[src/rtl/tw_load_pkg.sv]
// Shared types and constants for the horizontal twiddle loader.
// Holds the ROM5_w write codes, the loader FSM state encoding and default widths.
package tw_load_pkg;

    localparam int DEF_P_WIDTH         = 128;
    localparam int DEF_HORIZONTAL_DW   = 64;
    localparam int DEF_INIT_STORE_DATA = 4;

    localparam logic [1:0] W_IDLE = 2'd0;
    localparam logic [1:0] W_HI   = 2'd1;
    localparam logic [1:0] W_LO   = 2'd2;

    // GAP is only reachable when TW_LOAD_GAP_EN is defined.
    typedef enum logic [2:0] {
        IDLE,
        FILL,
        SEND_HI,
        SEND_LO,
        DONE,
        GAP
    } state_e;

endpackage

[src/rtl/tw_word_buf.sv]
// Small register file holding the twiddle words of one load.
// Single write port plus a combinational read that returns the upper or lower half of a word.
module tw_word_buf
    import tw_load_pkg::*;
#(
    parameter int DEPTH         = DEF_INIT_STORE_DATA,
    parameter int P_WIDTH       = DEF_P_WIDTH,
    parameter int HORIZONTAL_DW = DEF_HORIZONTAL_DW,
    parameter int AW            = $clog2(DEF_INIT_STORE_DATA)
) (
    input  logic                     clk_i,
    input  logic                     wr_en_i,
    input  logic [AW-1:0]            wr_addr_i,
    input  logic [P_WIDTH-1:0]       wr_data_i,
    input  logic [AW-1:0]            rd_addr_i,
    input  logic                     rd_hi_i,
    output logic [HORIZONTAL_DW-1:0] rd_data_o
);

    logic [P_WIDTH-1:0] mem_q [DEPTH];

    // Contents need no reset: every entry is rewritten before it is read out.
    always_ff @(posedge clk_i) begin
        if (wr_en_i) begin
            mem_q[wr_addr_i] <= wr_data_i;
        end
    end

    always_comb begin
        rd_data_o = rd_hi_i ? mem_q[rd_addr_i][P_WIDTH-1:HORIZONTAL_DW]
                            : mem_q[rd_addr_i][HORIZONTAL_DW-1:0];
    end

endmodule

[src/rtl/tw_horizontal_loader.sv]
// Collects four twiddle words, then streams all upper halves followed by all lower halves.
// Optional macro TW_LOAD_GAP_EN inserts one idle beat between the upper and lower half-bursts.
module tw_horizontal_loader
    import tw_load_pkg::*;
#(
    parameter int P_WIDTH         = DEF_P_WIDTH,
    parameter int HORIZONTAL_DW   = DEF_HORIZONTAL_DW,
    parameter int INIT_STORE_DATA = DEF_INIT_STORE_DATA,
    parameter int CNT_W           = $clog2(DEF_INIT_STORE_DATA)
) (
    input  logic                     CLK,
    input  logic                     rst_n,
    input  logic                     start,
    input  logic                     tw_valid,
    input  logic [P_WIDTH-1:0]       tw_data,
    output logic                     tw_ready,
    output logic [HORIZONTAL_DW-1:0] horizontal_data_out,
    output logic [1:0]               ROM5_w,
    output logic                     busy,
    output logic                     done
);

    localparam logic [CNT_W-1:0] LAST = CNT_W'(INIT_STORE_DATA - 1);

    state_e                   state_q, state_d;
    logic [CNT_W-1:0]         fill_q, fill_d;
    logic [CNT_W-1:0]         beat_q, beat_d;
    logic                     tw_ready_q, tw_ready_d;
    logic [1:0]               rom5_w_q, rom5_w_d;
    logic [HORIZONTAL_DW-1:0] data_q, data_d;
    logic                     busy_q, busy_d;
    logic                     done_q, done_d;
    logic                     wr_en;
    logic                     rd_hi;
    logic [HORIZONTAL_DW-1:0] rd_data;

    tw_word_buf #(
        .DEPTH         (INIT_STORE_DATA),
        .P_WIDTH       (P_WIDTH),
        .HORIZONTAL_DW (HORIZONTAL_DW),
        .AW            (CNT_W)
    ) u_buf (
        .clk_i     (CLK),
        .wr_en_i   (wr_en),
        .wr_addr_i (fill_q),
        .wr_data_i (tw_data),
        .rd_addr_i (beat_d),
        .rd_hi_i   (rd_hi),
        .rd_data_o (rd_data)
    );

    // Outputs are computed from the next state so they can be registered without adding latency.
    always_comb begin
        state_d = state_q;
        fill_d  = fill_q;
        beat_d  = beat_q;
        wr_en   = 1'b0;
        unique case (state_q)
            IDLE: begin
                if (start) begin
                    state_d = FILL;
                    fill_d  = '0;
                end
            end
            FILL: begin
                if (tw_valid && tw_ready_q) begin
                    wr_en  = 1'b1;
                    fill_d = fill_q + 1'b1;
                    if (fill_q == LAST) begin
                        state_d = SEND_HI;
                        beat_d  = '0;
                    end
                end
            end
            SEND_HI: begin
                if (beat_q == LAST) begin
`ifdef TW_LOAD_GAP_EN
                    state_d = GAP;
`else
                    state_d = SEND_LO;
`endif
                    beat_d  = '0;
                end else begin
                    beat_d = beat_q + 1'b1;
                end
            end
            GAP: begin
                state_d = SEND_LO;
                beat_d  = '0;
            end
            SEND_LO: begin
                if (beat_q == LAST) begin
                    state_d = DONE;
                    beat_d  = '0;
                end else begin
                    beat_d = beat_q + 1'b1;
                end
            end
            DONE: begin
                state_d = IDLE;
            end
            default: begin
                state_d = IDLE;
            end
        endcase

        rd_hi      = (state_d == SEND_HI);
        rom5_w_d   = (state_d == SEND_HI) ? W_HI :
                     (state_d == SEND_LO) ? W_LO : W_IDLE;
        data_d     = (rom5_w_d != W_IDLE) ? rd_data : '0;
        tw_ready_d = (state_d == FILL);
        busy_d     = (state_d == FILL) || (state_d == SEND_HI) ||
                     (state_d == SEND_LO) || (state_d == GAP);
        done_d     = (state_d == DONE);
    end

    always_ff @(posedge CLK or negedge rst_n) begin
        if (!rst_n) begin
            state_q    <= IDLE;
            fill_q     <= '0;
            beat_q     <= '0;
            tw_ready_q <= 1'b0;
            rom5_w_q   <= W_IDLE;
            data_q     <= '0;
            busy_q     <= 1'b0;
            done_q     <= 1'b0;
        end else begin
            state_q    <= state_d;
            fill_q     <= fill_d;
            beat_q     <= beat_d;
            tw_ready_q <= tw_ready_d;
            rom5_w_q   <= rom5_w_d;
            data_q     <= data_d;
            busy_q     <= busy_d;
            done_q     <= done_d;
        end
    end

    assign tw_ready            = tw_ready_q;
    assign horizontal_data_out = data_q;
    assign ROM5_w              = rom5_w_q;
    assign busy                = busy_q;
    assign done                = done_q;

endmodule

[config.mk]
export PLATFORM = sky130hd
export DESIGN_NAME = tw_horizontal_loader
export DESIGN_NICKNAME = d
export VERILOG_FILES = /design/src/rtl/tw_load_pkg.sv /design/src/rtl/tw_word_buf.sv /design/src/rtl/tw_horizontal_loader.sv
export SDC_FILE = /design/constraint.sdc
export NUM_CORES = 1
export LEC_CHECK = 0
export CAP_MARGIN = 30
export CORE_MARGIN = 5
export CORE_UTILIZATION = 60
export CTS_CLUSTER_DIAMETER = 80
export DETAILED_ROUTE_END_ITERATION = 8
export DONT_BUFFER_PORTS = 1
export PLACE_DENSITY = 0.77
export SLEW_MARGIN = 20
export SYNTH_ARGS = -nofsm -noshare
export SYNTH_HDL_FRONTEND = slang
export SYNTH_SLANG_ARGS = --single-unit
[constraint.sdc]
create_clock -name CLK -period 8.16 [get_ports CLK]
set_input_delay 1.632 -clock CLK [delete_from_list [all_inputs] [get_ports CLK]]
set_output_delay 1.632 -clock CLK [all_outputs]
set_load 0.03 [all_outputs]
## After elaboration in Yosys (flattened, before gate mapping)

Memories as Yosys holds them, arrays and structs flattened.
Cells that the tools add are included.

- Memory bits (read-only): 0
- Output and inout port bits: 69
- Memory bits (writable): 512
- Memories kept: 1
- Logic and storage cells: 54
- Bits in latches: 0
- Register bits: 76

Memory list:

| memory | words | width | rd ports | clocked after memory_dff | write ports | RTL line | source |
|---|---|---|---|---|---|---|---|
| u_buf.mem_q | 4 | 128 | 1 | 0 | 1 | tw_word_buf.sv:20 | `logic [P_WIDTH-1:0] mem_q [DEPTH];` |

- Multipliers: 0
- $lt $le $gt $ge: 0
- Add/sub/neg operators: 2
- Div/mod/pow operators: 0
- Reduce and logical (&&, ||, !) cells: 9
- Bitwise gates (word level): 0
- Eq/ne operators: 13
- Shift operators: 0
- Mux-type cells: 21

Operators with widths:

| cell | count |
|---|---|
| 64-bit two-way mux | 2 |
| 3-bit two-way mux | 5 |
| 3-bit case mux with 5 select lines | 1 |
| 2-bit two-way mux | 7 |
| 3-bit by 2-bit equality test with 1-bit output (second input constant) | 4 |
| 3-bit equality test (second input constant) | 3 |
| 3-bit by 1-bit equality test with 1-bit output (second input constant) | 2 |
| 2-bit case mux with 3 select lines | 1 |
| 2-bit by 1-bit adder with 2-bit output (second input constant) | 2 |
| 2-bit equality test (second input constant) | 2 |
| 1-bit two-way mux | 4 |
| 2-bit inequality test (second input constant) | 2 |
| 2-bit case mux with 2 select lines | 1 |
| 2-bit nonzero test | 2 |
| 3-bit zero test | 1 |
| 1-bit logical OR | 3 |
| 3-bit AND reduction | 1 |
| 2-bit OR reduction | 1 |
| 1-bit logical AND | 1 |

## Logic depth before layout (Yosys ltp)

- Depth in word-level cells: 9
- Depth in mapped cells: 9

## By module

A second synthesis with hierarchy kept.

- Cell total of the unflattened synthesis: 935
- Area total of the unflattened synthesis: 21904.8 sq um

Modules (own cells, without submodules):

| module | area each (sq um) | instances | seq. area each (sq um) | cells an instance |
|---|---|---|---|---|
| tw_word_buf | 19237.2 | 1 | 15374.7 | 744 |
| tw_horizontal_loader | 2667.6 | 1 | 1901.8 | 191 |

## Least setup slack after synthesis

OpenSTA, ideal clock, no wires.

- Kind: input-to-reg
- From: in tw_valid
- To: mem u_buf.mem_q[3][0] in the netlist's numbering, enable pin
- Data arrival time: 4.900 ns
- Setup time: 0.502 ns
- Setup slack: 2.759 ns
- Path buffers: 1
- Stages on the path: 3
- Cells stage by stage: and3_1 clkbuf_1 and2_1

- Longest elaborated chain between the ends: 5

Ends and longest elaborated chain:

| item | RTL line | source |
|---|---|---|
| from (decl) | tw_horizontal_loader.sv:14 | `input logic tw_valid,` |
| 1-bit logical AND | tw_horizontal_loader.sv:66 | `if (tw_valid && tw_ready_q) begin` |
| 1-bit two-way mux | tw_horizontal_loader.sv:66 |  |
| 1-bit two-way mux | tw_horizontal_loader.sv:58 | `unique case (state_q)` |
| 1-bit two-way mux | tw_word_buf.sv:24 | `if (wr_en_i) begin` |
| 1-bit two-way mux (implied by the code) | tw_word_buf.sv:25 | `mem_q[wr_addr_i] <= wr_data_i;` |
| to (decl) | tw_word_buf.sv:20 |  |

No other way between the ends.

## Worst setup path after layout

- From: in tw_valid
- To: reg data_q[56] (netlist: horizontal_data_out[56])

- Longest elaborated chain between the ends: 8

Ends and longest elaborated chain:

| item | RTL line | source |
|---|---|---|
| 1-bit logical AND (*) | tw_horizontal_loader.sv:66 |  |
| 3-bit two-way mux | tw_horizontal_loader.sv:66 |  |
| 3-bit case mux with 5 select lines | tw_horizontal_loader.sv:58 |  |
| 3-bit by 2-bit equality test with 1-bit output | tw_horizontal_loader.sv:109 | `(state_d == SEND_LO) ? W_LO : W_IDLE;` |
| 2-bit two-way mux | tw_horizontal_loader.sv:109 |  |
| 2-bit two-way mux | tw_horizontal_loader.sv:108 | `rom5_w_d = (state_d == SEND_HI) ? W_HI :` |
| 2-bit nonzero test | tw_horizontal_loader.sv:110 | `data_d = (rom5_w_d != W_IDLE) ? rd_data : '0;` |
| 64-bit two-way mux (*) | tw_horizontal_loader.sv:110 |  |
| named net data_d[56] | tw_horizontal_loader.sv:30 | `logic [HORIZONTAL_DW-1:0] data_q, data_d;` |
| to (signal assigned) | tw_horizontal_loader.sv:133 | `data_q <= data_d;` |
| to (decl) | tw_horizontal_loader.sv:30 |  |

Mark *: on every way through the listed nets, which the timed path passes. The rest lies on a longest branch.
A chain may end at the register's enable or synchronous reset.

==> run metrics <==
status=completed; most frequent CP cell=buf_4; Total Neg Setup Slack=0 ps; vias in the first global route=12305; kind of critical path=input port to flip-flop; maximum net fanout on the critical path=75; # rows=71; DRC viols=0; Die Height=roughly 210 um; DRT iter0 DRCs=930; first-pass GRT wire length=about 73000 um; instance count on the critical path=7; crit start category=input port; worst min path class=flip-flop to flip-flop; initial core utilization=just over 60%; I/O Pins=between 200 and 250; RSZ-0062 raised after global routing=no; Global Route Usage Sum=22.7%; Clk pwr share=~28%; share of power burned in combinational logic=roughly a quarter; Max Freq=between 200 and 250 MHz; mean post-synth cell area=16.5 um2; Post-layout nets=1506; WL/cell=24.7 um; fin crit share=49.7%; Worst setup EP type=flip-flop; DIE AREA=about 42000 um2; Buf/Inv on CP=3; CP endpoint=horizontal_data_out[56]$_DFF_PN0_; Final Util=about two thirds; Antenna Nets Post-Route=0; Pint=about 5900 uW; Distinct cells, synth=39; Mapped Cells=around 1400; reg2reg end=horizontal_data_out[56]$_DFF_PN0_; Hold Crit Depth=2; Core Region=37700 um2; Root Driver=clkbuf_16; final WL=47700 um; vias=roughly 12000; CTS Hold Bufs=0; Synthesized Nets=roughly 1500; dpl cell area=between 20000 and 25000 um2; Post-Layout Cell Count=approximately 1900; reg2reg path depth=8; sw frac=between 30% and 40%; clk slew on worst S/H paths=~60 ps; post-placement cell count=1815; arrival time worst endpoint=~4500 ps; gp weighted congestion=roughly 0.76; sequence of cells on the critical path=nand3_1, a221oi_4, buf_4, inv_6, buf_4, a2111oi_0, o22ai_1; final setup vio count=0; Reg power frac=47.4%; Sw Pwr=~3100 uW; Synthesis Warnings=0; largest net degree at the start of global routing=89; final critical-path required period=4060 ps; Synth Register Bits=a little under 600; Layout area overhead=9.50%; CTS tree=done; Slowest Stage Delay on Critical Path=730 ps; Seq. cell area=around 17000 um2; # resized after CTS=0; crit-path leading delay family=buffers and inverters; Skew-Pair Late Insertion Delay=about 600 ps; Filler Cell Count=~2500; Congestion Overflow GR=0; Syn Std Cell Area=~23000 um2; worst path required time=approximately 8600 ps; r2r startpoint=beat_q[1]$_DFF_PN0_; Clock Tree Buf Depth=3; leak pwr=0.00855 uW; antenna violations before repair=0; IO buf count=0; area of the multi-input gates=4490 um2; Worst Skew=between 20 and 30 ps; Post-synth ARST share=12.9%; Sink Count=588; CP Launch Point=tw_valid; slowest CP cell=buf_4; max_cap viols=0; DP Wirelength=roughly 26000 um; # diodes=0; share of post-route cells with drive strength above 1=13.5%; Via density=6.20; Post-synth EDFFs=around 510; reg-to-reg slack, setup=between 4000 and 5000 ps; drt first pass iters=6; worst vdd ir=about 0.28 mV; Slew @ Worst Pin=about 970 ps; Final Slew Violations=0; Hold Fails Final Rpt=0; sequential area share after synthesis=75.3%; final instance area=about 25000 um2; # H-tree levels=2; Die X=206 um; CTS buffer count=57; power per cell area=~360 nW/um2; ys flop type=edfxtp_1; Post-CTS Setup Inserts=0; Slew headroom=between 30% and 40%
## synthesized netlist by cell type (2+ instances only)
cell	n	area [um2]
a2111oi_0	128	1120
a32o_1	2	20.0
and2_1	4	25.0
and3_1	4	25.0
buf_1	11	41.3
buf_2	15	75.1
buf_4	4	30.0
buf_6	18	203
buf_8	5	75.1
clkbuf_1	40	150
clkbuf_2	4	20.0
clkbuf_8	7	96.3
dfrtp_1	76	1900
edfxtp_1	512	15400
ha_1	5	62.6
inv_1	132	495
mux2i_1	66	661
nand2_1	7	26.3
nand2b_1	2	12.5
nand3_1	2	10.0
nor2_1	5	18.8
nor3_1	128	641
nor3b_1	72	541
nor3b_2	60	751
o211ai_1	2	15.0
o21ai_0	4	20.0
o22ai_1	64	400
## layout by cell type, fill, tap and decap left out, types with 2 or more instances in the layout
cell / n
and2_4: 4
inv_6: 3
clkinv_2: 17
bufinv_16: 3
clkinv_1: 3
nor3b_1: 72
nand3_1: 2
o21ai_0: 4
buf_12: 2
clkinvlp_4: 2
mux2i_1: 66
nand2b_1: 2
nor3_1: 128
inv_1: 131
dfrtp_1: 75
clkbuf_8: 10
buf_16: 7
buf_4: 15
o22ai_1: 64
edfxtp_1: 512
clkbuf_16: 57
ha_1: 5
and3_1: 4
nand2_1: 7
a2111oi_0: 128
nor3b_2: 60
clkbuf_1: 11
o211ai_1: 2
nor2_1: 5
## layer usage
layer | up-vias | routed length [um] | global-route usage, %
li1 | 5378 | - | -
met1 | 6077 | 19000 | 30.4
met2 | 430 | 23300 | 36.3
met3 | 63 | 4550 | 7.79
met4 | 0 | 886 | 5.55
met5 | - | 0 | 0
## stage by stage
stage                     power, uW  worst slack [ps]  hold WS [ps]
after detailed placement       6450              3520           536
after floorplan                5970              2760           503
after global placement         6380              3600           533
after CTS                      9020              4110           539
after global routing           9430              3810           587
final                          8990              4100           545
## registers in the layout (all words and copies together), names as in the netlist
name and cells:
u_buf.mem_q 512, horizontal_data_out 64, state_q 3, ROM5_w 2, beat_q 2, fill_q 2
busy 1, done 1, tw_ready 1
## cell type report
cell class | instances | share of cell area, %
clock buffers | 78 | 6.39
clock inverters | 29 | 0.972
inverters | 133 | 2.02
multi-input cells | 565 | 17.9
flip-flops and latches | 588 | 68.8
well taps | 511 | 2.55
repair buffers | 24 | 1.38
## power by group through the flow
stage	sequential (uW)	combinational [uW]	clock (uW)
2_1_floorplan	4270	1700	0
3_5_place_dp	4330	2120	0
4_1_cts	4270	2150	2600
6_report	4260	2180	2550
5_1_grt	4300	2400	2730
3_3_place_gp	4320	2060	0
## worst min path at each step
stage | slack [ps] | start | end
5_1_grt | 590 | u_buf.mem_q[2][73]$_DFFE_PP_ | horizontal_data_out[9]$_DFF_PN0_
2_1_floorplan | 500 | u_buf.mem_q[2][64]$_DFFE_PP_ | horizontal_data_out[0]$_DFF_PN0_
4_1_cts | 540 | u_buf.mem_q[0][42]$_DFFE_PP_ | horizontal_data_out[42]$_DFF_PN0_
3_3_place_gp | 530 | u_buf.mem_q[2][115]$_DFFE_PP_ | horizontal_data_out[51]$_DFF_PN0_
6_report | 540 | u_buf.mem_q[0][42]$_DFFE_PP_ | horizontal_data_out[42]$_DFF_PN0_
3_5_place_dp | 540 | u_buf.mem_q[2][106]$_DFFE_PP_ | horizontal_data_out[42]$_DFF_PN0_
## worst min-delay path: stages, from the launching register on
cell,delay [ps]
edfxtp_1,320
mux2i_1,60
o22ai_1,140
## cells by family (layout without fill, tap and decap cells)
family | count (synthesis) | after routing | synth area share, %
AOI/OAI and AO/OA | 205 | 205 | 7.09
xor gates and xnor gates | 1 | 1 | 0.0382
adders and majority gates | 5 | 5 | 0.273
buffers and inverters | 238 | 264 | 5.24
DFF | 588 | 588 | 75.3
muxes | 67 | 67 | 2.95
and+or+nand+nor | 287 | 287 | 9.07
No activity file was read; power rests on OpenSTA's default activity.
